## config.mk

```make
export PLATFORM = sky130hd
export DESIGN_NAME = ddr_snoop_ctrl
export DESIGN_NICKNAME = d
export VERILOG_FILES = /design/src/rtl/ddr_global_pkg.sv /design/src/rtl/ddr_demet_r.sv /design/src/rtl/ddr_tgl_pulse.sv /design/src/rtl/ddr_snoop_ctrl.sv
export SDC_FILE = /design/constraint.sdc
export NUM_CORES = 1
export LEC_CHECK = 0
export CORE_MARGIN = 4
export CORE_UTILIZATION = 30
export CTS_CLUSTER_DIAMETER = 120
export DETAILED_ROUTE_END_ITERATION = 6
export GPL_TIMING_DRIVEN = 0
export SYNTH_ARGS = -nofsm -noshare
export SYNTH_HDL_FRONTEND = slang
export SYNTH_HIERARCHICAL = 1
export SYNTH_SLANG_ARGS = --single-unit
```

## constraint.sdc

```tcl
create_clock -name clk_g -period 5.4 [get_ports clk_g]
set_clock_uncertainty 0.15 [all_clocks]
set_input_delay 1.62 -clock clk_g [delete_from_list [all_inputs] [get_ports clk_g]]
set_output_delay 1.62 -clock clk_g [all_outputs]
set_load 0.05 [all_outputs]
```

## src/rtl/ddr_global_pkg.sv

```systemverilog
// Shared types for the DDR debug path: snoop capture sequencer states and
// the per-state control word that the sequencer registers onto its outputs.
package ddr_global_pkg;

  localparam int SNOOP_CTRL_SWIDTH = 3;

  typedef enum logic [SNOOP_CTRL_SWIDTH-1:0] {
    SNOOP_IDLE      = 3'd0,
    SNOOP_CLEAR     = 3'd1,
    SNOOP_WAIT_TRIG = 3'd2,
    SNOOP_CAPTURE   = 3'd3,
    SNOOP_DONE      = 3'd4
  } ddr_snoop_ctrl_state_t;

  typedef struct packed {
    logic snoop_mode;
    logic ts_reset;
    logic ts_enable;
    logic pattern_0_en;
    logic pattern_1_en;
    logic eg_rdata_clr;
    logic busy;
    logic done;
  } ddr_snoop_ctl_t;

  // Control word owned by a state; registered together with the state itself.
  function automatic ddr_snoop_ctl_t snoop_ctl_of(input ddr_snoop_ctrl_state_t s);
    ddr_snoop_ctl_t c;
    c = '0;
    case (s)
      SNOOP_CLEAR: begin
        c.snoop_mode   = 1'b1;
        c.ts_reset     = 1'b1;
        c.eg_rdata_clr = 1'b1;
        c.busy         = 1'b1;
      end
      SNOOP_WAIT_TRIG: begin
        c.snoop_mode   = 1'b1;
        c.ts_enable    = 1'b1;
        c.pattern_0_en = 1'b1;
        c.busy         = 1'b1;
      end
      SNOOP_CAPTURE: begin
        c.snoop_mode   = 1'b1;
        c.ts_enable    = 1'b1;
        c.pattern_0_en = 1'b1;
        c.pattern_1_en = 1'b1;
        c.busy         = 1'b1;
      end
      SNOOP_DONE: begin
        c.snoop_mode = 1'b1;
        c.done       = 1'b1;
      end
      default: c = '0;
    endcase
    return c;
  endfunction

endpackage

```

## src/rtl/ddr_demet_r.sv

```systemverilog
// Two-flop synchroniser with asynchronous active-high reset.
module ddr_demet_r (
  input  logic clk_g,
  input  logic i_rst,
  input  logic i_d,
  output logic o_q
);

  logic r_meta;
  logic r_sync;

  // Two-stage resynchronisation of the incoming level.
  always_ff @(posedge clk_g or posedge i_rst) begin
    if (i_rst) begin
      r_meta <= 1'b0;
      r_sync <= 1'b0;
    end else begin
      r_meta <= i_d;
      r_sync <= r_meta;
    end
  end

  assign o_q = r_sync;

endmodule

```

## src/rtl/ddr_tgl_pulse.sv

```systemverilog
// Converts a CSR toggle from another domain into a one-cycle pulse on clk_g.
module ddr_tgl_pulse (
  input  logic clk_g,
  input  logic i_rst,
  input  logic i_tgl,
  output logic o_pulse
);

  logic w_sync;
  logic r_prev;

  ddr_demet_r u_demet (
    .clk_g (clk_g),
    .i_rst (i_rst),
    .i_d   (i_tgl),
    .o_q   (w_sync)
  );

  // Delayed copy of the synchronised level for edge detection.
  always_ff @(posedge clk_g or posedge i_rst) begin
    if (i_rst) begin
      r_prev <= 1'b0;
    end else begin
      r_prev <= w_sync;
    end
  end

  assign o_pulse = w_sync ^ r_prev;

endmodule

```

## src/rtl/ddr_snoop_ctrl.sv

```systemverilog
// Capture sequencer for one snoop instance: clear, arm on trigger, capture N events.
// Optional WAIT_TRIG timeout is built when DDR_SNOOP_CTRL_TIMEOUT_EN is defined.
module ddr_snoop_ctrl
  import ddr_global_pkg::*;
#(
  parameter int CWIDTH  = 16,
  parameter int TOWIDTH = 24,
  parameter int CLR_CYC = 4
) (
  input  logic                         clk_g,
  input  logic                         i_rst,
  input  logic                         i_start_tgl,
  input  logic                         i_abort_tgl,
  input  logic                         i_ack_tgl,
  input  logic [CWIDTH-1:0]            i_post_cnt,
  input  logic [TOWIDTH-1:0]           i_timeout,
  input  logic                         i_trig,
  input  logic                         i_event,
  input  logic                         i_eg_full,
  output logic                         o_snoop_mode,
  output logic                         o_ts_reset,
  output logic                         o_ts_enable,
  output logic                         o_pattern_0_en,
  output logic                         o_pattern_1_en,
  output logic                         o_eg_rdata_clr,
  output logic [SNOOP_CTRL_SWIDTH-1:0] o_state,
  output logic                         o_busy,
  output logic                         o_done,
  output logic [CWIDTH-1:0]            o_evt_cnt,
  output logic                         o_overflow,
  output logic                         o_timeout
);

  localparam int CLRW = $clog2(CLR_CYC + 1);
  localparam logic [CLRW-1:0] CLR_LAST = CLRW'(CLR_CYC - 1);

  logic w_start;
  logic w_abort;
  logic w_ack;
  logic w_to_hit;

  ddr_snoop_ctrl_state_t r_state;
  ddr_snoop_ctl_t        r_ctl;
  logic [CLRW-1:0]       r_clr_cnt;
  logic [CWIDTH-1:0]     r_remain;
  logic [CWIDTH-1:0]     r_evt_cnt;
  logic                  r_overflow;
  logic                  r_timeout;

  ddr_tgl_pulse u_start (.clk_g(clk_g), .i_rst(i_rst), .i_tgl(i_start_tgl), .o_pulse(w_start));
  ddr_tgl_pulse u_abort (.clk_g(clk_g), .i_rst(i_rst), .i_tgl(i_abort_tgl), .o_pulse(w_abort));
  ddr_tgl_pulse u_ack   (.clk_g(clk_g), .i_rst(i_rst), .i_tgl(i_ack_tgl),   .o_pulse(w_ack));

`ifdef DDR_SNOOP_CTRL_TIMEOUT_EN
  logic [TOWIDTH-1:0] r_to_cnt;
  logic [TOWIDTH-1:0] w_to_next;

  assign w_to_next = r_to_cnt + TOWIDTH'(1);
  // Hit on the cycle that completes i_timeout cycles spent in WAIT_TRIG.
  assign w_to_hit  = (i_timeout != '0) && (w_to_next == i_timeout);

  // Cycles spent in WAIT_TRIG; idles at zero elsewhere.
  always_ff @(posedge clk_g or posedge i_rst) begin
    if (i_rst) begin
      r_to_cnt <= '0;
    end else if (r_state == SNOOP_WAIT_TRIG) begin
      r_to_cnt <= w_to_next;
    end else begin
      r_to_cnt <= '0;
    end
  end
`else
  logic w_unused_timeout;

  assign w_unused_timeout = ^i_timeout;
  assign w_to_hit         = 1'b0;
`endif

  // Sequencer: state, registered control word, event counters and sticky flags.
  always_ff @(posedge clk_g or posedge i_rst) begin
    if (i_rst) begin
      r_state    <= SNOOP_IDLE;
      r_ctl      <= '0;
      r_clr_cnt  <= '0;
      r_remain   <= '0;
      r_evt_cnt  <= '0;
      r_overflow <= 1'b0;
      r_timeout  <= 1'b0;
    end else if (w_abort) begin
      r_state <= SNOOP_IDLE;
      r_ctl   <= snoop_ctl_of(SNOOP_IDLE);
    end else begin
      case (r_state)
        SNOOP_IDLE: begin
          if (w_start) begin
            r_state    <= SNOOP_CLEAR;
            r_ctl      <= snoop_ctl_of(SNOOP_CLEAR);
            r_clr_cnt  <= '0;
            r_evt_cnt  <= '0;
            r_overflow <= 1'b0;
            r_timeout  <= 1'b0;
          end
        end
        SNOOP_CLEAR: begin
          if (r_clr_cnt == CLR_LAST) begin
            r_state <= SNOOP_WAIT_TRIG;
            r_ctl   <= snoop_ctl_of(SNOOP_WAIT_TRIG);
          end else begin
            r_clr_cnt <= r_clr_cnt + CLRW'(1);
          end
        end
        SNOOP_WAIT_TRIG: begin
          if (i_trig) begin
            if (i_post_cnt == '0) begin
              r_state <= SNOOP_DONE;
              r_ctl   <= snoop_ctl_of(SNOOP_DONE);
            end else begin
              r_state  <= SNOOP_CAPTURE;
              r_ctl    <= snoop_ctl_of(SNOOP_CAPTURE);
              r_remain <= i_post_cnt;
            end
          end else if (w_to_hit) begin
            r_state   <= SNOOP_DONE;
            r_ctl     <= snoop_ctl_of(SNOOP_DONE);
            r_timeout <= 1'b1;
          end
        end
        SNOOP_CAPTURE: begin
          if (i_event) begin
            if (r_evt_cnt != '1) begin
              r_evt_cnt <= r_evt_cnt + CWIDTH'(1);
            end
            r_remain <= r_remain - CWIDTH'(1);
          end
          if (i_eg_full) begin
            r_overflow <= 1'b1;
          end
          if (i_eg_full || (i_event && (r_remain == CWIDTH'(1)))) begin
            r_state <= SNOOP_DONE;
            r_ctl   <= snoop_ctl_of(SNOOP_DONE);
          end
        end
        SNOOP_DONE: begin
          if (w_start) begin
            r_state    <= SNOOP_CLEAR;
            r_ctl      <= snoop_ctl_of(SNOOP_CLEAR);
            r_clr_cnt  <= '0;
            r_evt_cnt  <= '0;
            r_overflow <= 1'b0;
            r_timeout  <= 1'b0;
          end else if (w_ack) begin
            r_state <= SNOOP_IDLE;
            r_ctl   <= snoop_ctl_of(SNOOP_IDLE);
          end
        end
        default: begin
          r_state <= SNOOP_IDLE;
          r_ctl   <= snoop_ctl_of(SNOOP_IDLE);
        end
      endcase
    end
  end

  assign o_state        = r_state;
  assign o_snoop_mode   = r_ctl.snoop_mode;
  assign o_ts_reset     = r_ctl.ts_reset;
  assign o_ts_enable    = r_ctl.ts_enable;
  assign o_pattern_0_en = r_ctl.pattern_0_en;
  assign o_pattern_1_en = r_ctl.pattern_1_en;
  assign o_eg_rdata_clr = r_ctl.eg_rdata_clr;
  assign o_busy         = r_ctl.busy;
  assign o_done         = r_ctl.done;
  assign o_evt_cnt      = r_evt_cnt;
  assign o_overflow     = r_overflow;
  assign o_timeout      = r_timeout;

endmodule
```

==> impl_metrics.csv <==
group,metric,value,unit
run_status,status,"finished, final reports clean",
timing,fmax,281,MHz
synth,yosysUniqueCellTypes,60,
floorplanning,io_pins,77,
timing,slew_viol_final,0,
min_path,holdCritPathClass,"reg -> reg",
power,powerDensity,274,nW/um2
synth,synth_seq_area_share,44.3,%
clock_network,post_cts_resized,0,
layout,drive_gt1_share,8.64,%
clock_network,cts_sinks,52,
synth,synth_enable_flop_cells,0,
worst_setup_path,worstPathRequired,3630,ps
detailed_routing,detail-route-antenna-nets,0,
synth,syn_inst,323,
timing,final_hold_viol_count,0,
floorplanning,start_util,31.3,%
worst_setup_path,endpoint_kind,"output port",
floorplanning,core_area,9370,um2
detailed_routing,vias_per_cell,5.21,
worst_setup_path,r2r_setup_slack,3070,ps
worst_setup_path,path_max_fanout,10,
timing,slew_headroom,65.5,%
timing,fin_ws,1840,ps
layout,final_area,3710,um2
clock_network,cts_made_buffers,5,
synth,synth.most_common_cell,"dfrtp_1",
layout,area_growth,26.2,%
min_path,hold_end,"u_abort/u_demet/o_q$_DFF_PP0_",
floorplanning,die_x,107,um
worst_setup_path,r2r-end,"r_remain[14]$_DFFE_PP0P_",
detailed_routing,wire_per_inst,14.8,um
clock_network,cts_tree,"done",
floorplanning,rows,35,
synth,yosys.area.top_type,"dfrtp_1",
place,place_ws,1570,ps
timing,min_period,3560,ps
floorplanning,die_h,107,um
synth,synthTopCellsByArea,"dfrtp_1 44%, a21oi_1 5.5%, o21ai_0 4.1%, nand3_1 3.1%, nand2_1 3.1%",
place,place_congestion,0.878,
detailed_routing,first_pass_iters,4,
timing,grt_setup_unrepaired,"no",
synth,synth_fp_nets,376,
clock_network,clockRootBuffer,"clkbuf_8",
min_path,hold_depth,0,
detailed_routing,drc,0,
clock_network,clockBufferDepth,2,
layout,diodes,0,
clock_network,h-tree-depth,2,
grt,grt_max_degree,26,
worst_setup_path,arrival,1790,ps
grt,grt_antenna_before_repair,0,
place,io_buffers,51,
power,irDropWorstVdd,0.124,mV
timing,timing.hold.ws,206,ps
detailed_routing,first_iter_violations,153,
clock_network,post_cts_buffers,0,
clock_network,clock_latency,300,ps
clock_network,cts_hold_buffers,0,
grt,grt_pass1_wl,12.8,mm
synth,async_flop_share,100,%
worst_setup_path,r2r-start,"o_state[2]$_DFFE_PP0P_",
synth,synth_flop_cell,"dfrtp_1",
timing,tightest_slew,510,ps
min_path,worstHoldStart,"u_abort/u_demet/r_meta$_DFF_PP0_",
detailed_routing,vias,2662,
clock_network,clkTransAtPathRegs,80,ps
synth,synth_common_cells,"52 x dfrtp_1, 32 x a21oi_1, 24 x nand2_1, 24 x o21ai_0, 21 x nor2_1",
power,leakagePower,0.00149,uW
layout,final_nets,435,
grt,track_usage,13.7,%
worst_setup_path,critPathLaunchType,"flop",
synth,yosysWarnings,6,
job,maxCapViolations,0,
detailed_routing,wirelength,7.56,mm
grt,grt.overflow.total,0,
synth,synth_area_per_cell,9.09,um2
timing,setup_viol,0,
grt,grt_pass1_vias,2637,
floorplanning,die-area,11400,um2
place,place_hpwl,5.74,mm
timing,fin_crit_sh,65.9,%
place,dpl-instance-area,3630,um2
timing,setup_tns,0,ps
synth,netlist.area_leader.share,44.3,%
synth,netlist_area,2940,um2
worst_setup_path,reg2reg_depth,6,
worst_setup_path,criticalPathCategory,"reg -> out",
synth,ys_seq_elements,52,
==> cell families after synthesis <==
family	share of synthesized area, %
compound gates	21.4
other cells	0.128
buf+inv	6.77
mux	0.724
simple gates	22.4
xor+xnor	2.09
flops	44.3
fa+ha+maj	2.13
==> where the power goes <==
| part | total [uW] | internal (uW) | switching (uW) |
|---|---|---|---|
| logic | 313 | 122 | 191 |
| registers | 492 | 438 | 54.3 |
| clock network | 210 | 88.5 | 122 |
==> cells in the final DEF, fill, tap and decap left out, drive strengths merged, types with 6 or more instances in the layout <==
| master | instances |
|---|---|
| nor4 | 9 |
| buf | 14 |
| clkbuf | 11 |
| clkdlybuf4s50 | 51 |
| nand2 | 24 |
| nand3 | 18 |
| nor3 | 10 |
| a31oi | 6 |
| o21ai | 26 |
| or3 | 8 |
| dfrtp | 52 |
| inv | 19 |
| a21oi | 32 |
| nor2 | 21 |
==> area by class of cell <==
cell class                 instances  area (um2)
clock inverter                     1        5.00
fill                             962        5670
clock buffer                       6        72.6
multi-input combinational        234        1440
tap                              129         161
sequential                        52        1300
timing repair buffer              52         531
buffer                            18         128
inverter                          19        71.3
==> layer usage <==
metal / vias up / GRT usage (%) / share of wire (%)
met5: - / 0 / 0
met4: 0 / 2.56 / 1.1
met3: 8 / 2.59 / 5.3
met2: 73 / 23.3 / 48
met1: 1284 / 18.3 / 46
li1: 1297 / - / -
==> sequential cells by signal, summed over array words and instances (netlist names), 3 cells and up <==
register,count
o_evt_cnt,16
r_remain,16
o_state,3
r_clr_cnt,3
==> worst max path at each step <==
stage / from / to / slack, ps / cells after the start
5_1_grt: o_state[2]$_DFFE_PP0P_ / o_state[2] / 1770 / 2
2_1_floorplan: i_post_cnt[11] / r_remain[7]$_DFFE_PP0P_ / 2410 / 7
4_1_cts: o_state[2]$_DFFE_PP0P_ / o_state[2] / 1820 / 2
6_report: o_state[2]$_DFFE_PP0P_ / o_state[2] / 1840 / 2
3_5_place_dp: i_post_cnt[4] / r_remain[4]$_DFFE_PP0P_ / 1570 / 8
3_3_place_gp: i_rst / o_evt_cnt[11]$_DFFE_PP0P_ / 1430 / 2
==> metrics by stage <==
stage               total power (uW)  cells  utilization [%]
finish                          1020    511             39.5
global route                    1080    511             39.5
CTS                             1020    511             39.5
detailed placement               812    504             38.7
global placement                 804    503             38.5
floorplan                        708    323                -
==> critical path: stages, from the launching register on <==
cell,delay (ps)
dfrtp_1,540
buf_4,170
clkdlybuf4s50_1,790
Power figures use the tool's default switching activity.
